File: src/rtl/grid_game_engine.sv
// ============================================================================
// grid_game_engine
// Two-player X/O game on an N x N board: a cursor moves with wrap-around,
// marks are placed with BtnC, and each placement is checked for a line of K
// marks. Wins are counted per player with saturating scores.
//
// Ports
//   Clk, Reset             clock, asynchronous active-high reset
//   Start, Ack             begin a match (INI) / leave a finished round (DONE)
//   BtnL/BtnR/BtnU/BtnD    cursor moves, single-cycle pulses
//   BtnC                   place current player's mark at the cursor
//   Qi,Qs,Qx,Qo,Qk,Qd      one-hot state flags INI,STA,XTU,OTU,CHK,DONE
//   Pos                    cursor cell index r*N + c
//   Board                  2 bits per cell: 00 empty, 01 X, 10 O
//   Xwins, Owins, Draw     round result flags
//   Illegal                one-cycle pulse on a rejected placement
//   P1s, P2s               X and O win counts
// ============================================================================
module grid_game_engine #(
    parameter int unsigned N       = 3,
    parameter int unsigned K       = 3,
    parameter int unsigned SCORE_W = 12,
    localparam int unsigned C      = N * N,
    localparam int unsigned PW     = $clog2(C)
) (
    input  logic               Clk,
    input  logic               Reset,
    input  logic               Start,
    input  logic               Ack,
    input  logic               BtnL,
    input  logic               BtnR,
    input  logic               BtnU,
    input  logic               BtnD,
    input  logic               BtnC,
    output logic               Qi,
    output logic               Qs,
    output logic               Qx,
    output logic               Qo,
    output logic               Qk,
    output logic               Qd,
    output logic [PW-1:0]      Pos,
    output logic [2*C-1:0]     Board,
    output logic               Xwins,
    output logic               Owins,
    output logic               Draw,
    output logic               Illegal,
    output logic [SCORE_W-1:0] P1s,
    output logic [SCORE_W-1:0] P2s
);

    localparam int unsigned RW = $clog2(N);
    localparam int unsigned MW = $clog2(C + 1);

    // One-hot encoding so the state flags come straight from the register
    typedef enum logic [5:0] {
        S_INI  = 6'b000001,
        S_STA  = 6'b000010,
        S_XTU  = 6'b000100,
        S_OTU  = 6'b001000,
        S_CHK  = 6'b010000,
        S_DONE = 6'b100000
    } state_t;

    state_t               state_q, state_d;
    logic [2*C-1:0]       board_q, board_d;
    logic [RW-1:0]        row_q, row_d;
    logic [RW-1:0]        col_q, col_d;
    logic [PW-1:0]        pos_q, pos_d;
    logic [MW-1:0]        moves_q, moves_d;
    logic [SCORE_W-1:0]   p1s_q, p1s_d;
    logic [SCORE_W-1:0]   p2s_q, p2s_d;
    logic                 xwins_q, xwins_d;
    logic                 owins_q, owins_d;
    logic                 draw_q, draw_d;
    logic                 illegal_q, illegal_d;
    logic                 starter_q, starter_d;   // 0: X starts, 1: O starts
    logic                 mover_q, mover_d;       // 0: X moved last, 1: O
    logic                 win_c;

    // Scan every K-long window in all four directions for the last mover
    always_comb begin
        logic [1:0] mark;
        logic       line_h, line_v, line_d, line_a;
        mark  = mover_q ? 2'b10 : 2'b01;
        win_c = 1'b0;
        for (int unsigned r = 0; r < N; r++) begin
            for (int unsigned c = 0; c < N; c++) begin
                line_h = (c + K <= N);
                line_v = (r + K <= N);
                line_d = (r + K <= N) && (c + K <= N);
                line_a = (r + K <= N) && (c + 1 >= K);
                for (int unsigned k = 0; k < K; k++) begin
                    if (c + k < N)
                        line_h = line_h && (board_q[2*(r*N + c + k) +: 2] == mark);
                    if (r + k < N)
                        line_v = line_v && (board_q[2*((r + k)*N + c) +: 2] == mark);
                    if ((r + k < N) && (c + k < N))
                        line_d = line_d && (board_q[2*((r + k)*N + c + k) +: 2] == mark);
                    if ((r + k < N) && (c >= k))
                        line_a = line_a && (board_q[2*((r + k)*N + c - k) +: 2] == mark);
                end
                win_c = win_c | line_h | line_v | line_d | line_a;
            end
        end
    end

    // Next-state and next-register values
    always_comb begin
        state_d   = state_q;
        board_d   = board_q;
        row_d     = row_q;
        col_d     = col_q;
        moves_d   = moves_q;
        p1s_d     = p1s_q;
        p2s_d     = p2s_q;
        xwins_d   = xwins_q;
        owins_d   = owins_q;
        draw_d    = draw_q;
        illegal_d = 1'b0;
        starter_d = starter_q;
        mover_d   = mover_q;

        case (state_q)
            S_INI: begin
                board_d   = '0;
                row_d     = '0;
                col_d     = '0;
                moves_d   = '0;
                p1s_d     = '0;
                p2s_d     = '0;
                xwins_d   = 1'b0;
                owins_d   = 1'b0;
                draw_d    = 1'b0;
                starter_d = 1'b0;
                mover_d   = 1'b0;
                if (Start)
                    state_d = S_STA;
            end
            S_STA: begin
                board_d = '0;
                row_d   = '0;
                col_d   = '0;
                moves_d = '0;
                xwins_d = 1'b0;
                owins_d = 1'b0;
                draw_d  = 1'b0;
                state_d = starter_q ? S_OTU : S_XTU;
            end
            S_XTU, S_OTU: begin
                // Placement beats movement; move priority is U > D > L > R
                if (BtnC) begin
                    if (board_q[2*pos_q +: 2] == 2'b00) begin
                        board_d[2*pos_q +: 2] = (state_q == S_OTU) ? 2'b10 : 2'b01;
                        moves_d = moves_q + MW'(1);
                        mover_d = (state_q == S_OTU);
                        state_d = S_CHK;
                    end else begin
                        illegal_d = 1'b1;
                    end
                end else if (BtnU) begin
                    row_d = (row_q == '0) ? RW'(N - 1) : row_q - RW'(1);
                end else if (BtnD) begin
                    row_d = (row_q == RW'(N - 1)) ? '0 : row_q + RW'(1);
                end else if (BtnL) begin
                    col_d = (col_q == '0) ? RW'(N - 1) : col_q - RW'(1);
                end else if (BtnR) begin
                    col_d = (col_q == RW'(N - 1)) ? '0 : col_q + RW'(1);
                end
            end
            S_CHK: begin
                if (win_c) begin
                    state_d = S_DONE;
                    if (mover_q) begin
                        owins_d = 1'b1;
                        if (p2s_q != {SCORE_W{1'b1}})
                            p2s_d = p2s_q + SCORE_W'(1);
                    end else begin
                        xwins_d = 1'b1;
                        if (p1s_q != {SCORE_W{1'b1}})
                            p1s_d = p1s_q + SCORE_W'(1);
                    end
                end else if (moves_q == MW'(C)) begin
                    draw_d  = 1'b1;
                    state_d = S_DONE;
                end else begin
                    state_d = mover_q ? S_XTU : S_OTU;
                end
            end
            S_DONE: begin
                if (Ack) begin
                    state_d = S_INI;
                end else if (BtnL) begin
                    state_d   = S_STA;
                    starter_d = ~starter_q;
                end
            end
            default: state_d = S_INI;
        endcase

        pos_d = PW'(row_d) * PW'(N) + PW'(col_d);
    end

    // Register bank
    always_ff @(posedge Clk or posedge Reset) begin
        if (Reset) begin
            state_q   <= S_INI;
            board_q   <= '0;
            row_q     <= '0;
            col_q     <= '0;
            pos_q     <= '0;
            moves_q   <= '0;
            p1s_q     <= '0;
            p2s_q     <= '0;
            xwins_q   <= 1'b0;
            owins_q   <= 1'b0;
            draw_q    <= 1'b0;
            illegal_q <= 1'b0;
            starter_q <= 1'b0;
            mover_q   <= 1'b0;
        end else begin
            state_q   <= state_d;
            board_q   <= board_d;
            row_q     <= row_d;
            col_q     <= col_d;
            pos_q     <= pos_d;
            moves_q   <= moves_d;
            p1s_q     <= p1s_d;
            p2s_q     <= p2s_d;
            xwins_q   <= xwins_d;
            owins_q   <= owins_d;
            draw_q    <= draw_d;
            illegal_q <= illegal_d;
            starter_q <= starter_d;
            mover_q   <= mover_d;
        end
    end

    assign Qi      = state_q[0];
    assign Qs      = state_q[1];
    assign Qx      = state_q[2];
    assign Qo      = state_q[3];
    assign Qk      = state_q[4];
    assign Qd      = state_q[5];
    assign Pos     = pos_q;
    assign Board   = board_q;
    assign Xwins   = xwins_q;
    assign Owins   = owins_q;
    assign Draw    = draw_q;
    assign Illegal = illegal_q;
    assign P1s     = p1s_q;
    assign P2s     = p2s_q;

endmodule

File: config.mk
export PLATFORM = sky130hd
export DESIGN_NAME = grid_game_engine
export DESIGN_NICKNAME = d
export VERILOG_FILES = /design/src/rtl/grid_game_engine.sv
export SDC_FILE = /design/constraint.sdc
export NUM_CORES = 1
export LEC_CHECK = 0
export ABC_AREA = 1
export BUFFER_PORTS_ARGS = -buffer_cell sky130_fd_sc_hd__buf_2
export CORE_ASPECT_RATIO = 1.2
export CORE_MARGIN = 1
export CORE_UTILIZATION = 40
export DETAILED_ROUTE_END_ITERATION = 16
export GPL_ROUTABILITY_DRIVEN = 0
export GPL_TIMING_DRIVEN = 0
export PLACE_DENSITY = 0.71
export REMOVE_ABC_BUFFERS = 1
export SYNTH_ARGS = -nofsm -noshare
export SYNTH_HDL_FRONTEND = slang
export SYNTH_SLANG_ARGS = --single-unit
File: constraint.sdc
create_clock -name Clk -period 5.5 [get_ports Clk]
set_clock_uncertainty 0.05 [all_clocks]
set_input_delay 1.1 -clock Clk [delete_from_list [all_inputs] [get_ports Clk]]
set_output_delay 1.1 -clock Clk [all_outputs]
set_load 0.05 [all_outputs]
==> impl_metrics.yaml <==
run_status:
  outcome: "finished, final reports clean"
clocking:
  clock_path_buffers: 2
  hold_buffers: 0
  cts_buffers: 9
  ctsHtreeMaxLevel: 3
  cts_root_buf: "clkbuf_16"
  clk_latency_ns: 0.34
  cts_tree: "built"
  clock-sinks: 66
  path_clk_slew_ns: 0.06
  cts_resized: 0
  post-cts-setup-buffers: 0
sta:
  worst_hold_slack_ns: 0.456
  post-route-min-period_ns: 3.57
  relSlewSlack: 0.193
  maxSlewViolCount: 0
  tightestPinTransition_ns: 1.21
  setup-violations-final: 0
  worst_slack_ns: 1.93
  fmax_mhz: 280
  fin_crit_sh: 0.649
  setup_tns_ns: 0
  hold_viol: 0
  rsz0062_at_grt: "no"
route:
  met2_length_um: 5620
  post_drt_wl_per_cell_um: 13.1
  wirelength_um: 11800
  firstDrtPassIters: 5
  drtIter0Drc: 346
  ant_nets: 0
  top_layer: "met4"
  viasPerCell: 5.04
  wl_met3_um: 669
  met1_length_um: 5300
  vias: 4530
  drcViolationCount: 0
critical_path:
  max_stage_delay_ns: 0.46
  crit_buf_inv: 4
  crit_chain: "nor2_2, nand4_2, inv_2, nor2_1, inv_1, o21ai_0, inv_1, fa_1, inv_1, ha_1, fa_1"
  end_kind: "flop"
  crit_required_ns: 5.66
  path_class: "flop to flop"
  crit_path_frequent_cell: "inv_1"
  worstPathArrival_ns: 3.73
  crit_fanout: 19
  critical_path.top_delay_family: "buffers and inverters"
  start_kind: "flop"
  crit_slowest_cell: "inv_2"
layout:
  nets: 765
  final-seq-area_mm2: 0.00165
  fillers: 1171
  syn2layout_area_growth_pct: 15.6
  layout-drive-gt1-share: 0.140
  fin_util: 0.482
  multi_input_area_mm2: 0.00253
  diodes: 0
power_and_ir_drop:
  pwr-share-clk: 0.334
  ir_worst_vdd_v: 0.000182
  p_int_uw: 1120
  combPwrFrac: 0.383
  switchingPower_uw: 823
  p_per_area_mw_per_mm2: 363
  p_leak_uw: 0.00285
  switching_share: 0.423
  p_seq_frac: 0.283
floorplanning:
  die_w_um: 100
  die_height_um: 120
  initial_core_util: 0.417
  fp-row-count: 42
  coreArea_mm2: 0.0111
  dieArea_mm2: 0.0120
  io_pins: 65
yosys:
  synth_top_area_frac: 0.350
  seq_area_frac_synth: 0.356
  ys_ff_latch: 66
  synth_top_area_cell: "dfrtp_1"
  synth.most_common_cell: "nand2_1"
  yosysWarnings: 0
  synth_area_per_cell_um2: 6.77
  synth_cells: 685
  synth_common_cells: "235 x nand2_1, 81 x inv_1, 73 x nor2_1, 66 x nand3_1, 65 x dfrtp_1"
  syn_area_mm2: 0.00464
  synthFlopType: "dfrtp_1"
  ys_types: 38
  ys_top_cells_by_area: "dfrtp_1 35%, nand2_1 19%, nand3_1 7.1%, inv_1 6.6%, nor2_1 5.9%"
  synth-edff-count: 0
  ys_async_sr_fraction: 1.00
flow_run:
  drv_cap: 0
global_route:
  grt_pass1_wl_um: 20400
  grt_pass1_vias: 4342
  grt-ovfl-total: 0
  grt_max_degree: 67
  track_usage: 0.213
  antenna_found_initial: 0
hold_path:
  hold_class: "flop to flop"
place:
  post-dp-hpwl_um: 8240
  numPortBuffers: 64
  place_ws_ns: 1.88
[worst reg2reg max path, cell delays in order (launching register included)]
cell     delay (ns)
dfrtp_1        0.45
nor2_2         0.22
nand4_2        0.42
inv_2          0.46
nor2_1         0.14
inv_1          0.36
o21ai_0        0.19
inv_1          0.11
fa_1           0.39
inv_1          0.07
ha_1           0.16
fa_1           0.42
[layout make-up]
class                           instances  share of cell area
Clock buffer                           12              0.0497
Clock inverter                          4              0.0135
Inverter                               86              0.0611
Multi-Input combinational cell        513               0.472
Sequential cell                        66               0.308
Tap cell                              154              0.0359
Timing Repair Buffer                   64              0.0597
[path summary, 6_finish.rpt]
kind | startpoint | endpoint | slack (ns) | depth (start not counted)
hold reg to reg | starter_q | state_q[3] | 0.46 | 2
min in group asynchronous | Reset | row_q[0] | 0.85 | 2
setup / recovery | state_q[5] | Pos[2] | 1.93 | 11
max in group asynchronous | Reset | Board[8] | 3.95 | 2
setup reg to reg | state_q[5] | Pos[2] | 1.93 | 11
hold / removal | starter_q | state_q[3] | 0.46 | 2
[metal layers]
metal | global-route usage | up-vias
met2 | 0.350 | 110
met4 | 0.0770 | 0
met5 | 0 | -
li1 | - | 2306
met1 | 0.271 | 2100
met3 | 0.0507 | 14
[kinds of logic (layout without fill, tap and decap cells)]
group | after synthesis | count (layout) | synth area share
AND/OR/NAND/NOR | 450 | 450 | 0.432
buffers and inverters | 106 | 166 | 0.0979
flip-flops | 66 | 66 | 0.356
AO/OA/AOI/OAI | 31 | 31 | 0.0377
adder cells (fa/ha/maj) | 16 | 16 | 0.0464
XOR/XNOR | 16 | 16 | 0.0302
[per-stage QoR]
stage / total power [uW] / instances / cell area, um^2
floorplan: 1100 / 665 / 4510
global placement: 1300 / 883 / 5020
detailed placement: 1300 / 883 / 5030
CTS: 1950 / 899 / 5370
global route: 2070 / 899 / 5370
finish: 1950 / 899 / 5370
[flip-flops by register name, summed over array words and instances (netlist names), 2 cells and up]
register / flops
Board: 18
P2s: 12
state_q: 6
col_q: 2
moves_q: 4
Pos: 4
P1s: 12
row_q: 2
[power by group through the flow]
| stage | clock network, uW | logic (uW) | registers (uW) |
|---|---|---|---|
| finish | 651 | 745 | 551 |
| detailed placement | 0 | 736 | 560 |
| floorplan | 0 | 481 | 623 |
| global route | 681 | 829 | 556 |
| global placement | 0 | 737 | 559 |
| CTS | 659 | 742 | 551 |
[cell usage in the layout, fill, tap and decap left out, types with 3 or more instances in the layout]
cell type / count
clkbuf_8: 3
nand3_1: 66
inv_2: 4
nor3_1: 12
nor2_2: 5
a21oi_1: 8
clkbuf_16: 9
nor2_1: 73
nor3b_1: 6
nand3b_1: 3
xor2_1: 14
inv_1: 80
nand2_1: 235
nand4_1: 39
buf_2: 64
o21ai_0: 14
dfrtp_1: 65
ha_1: 14
No activity file was read; power rests on OpenSTA's default activity.
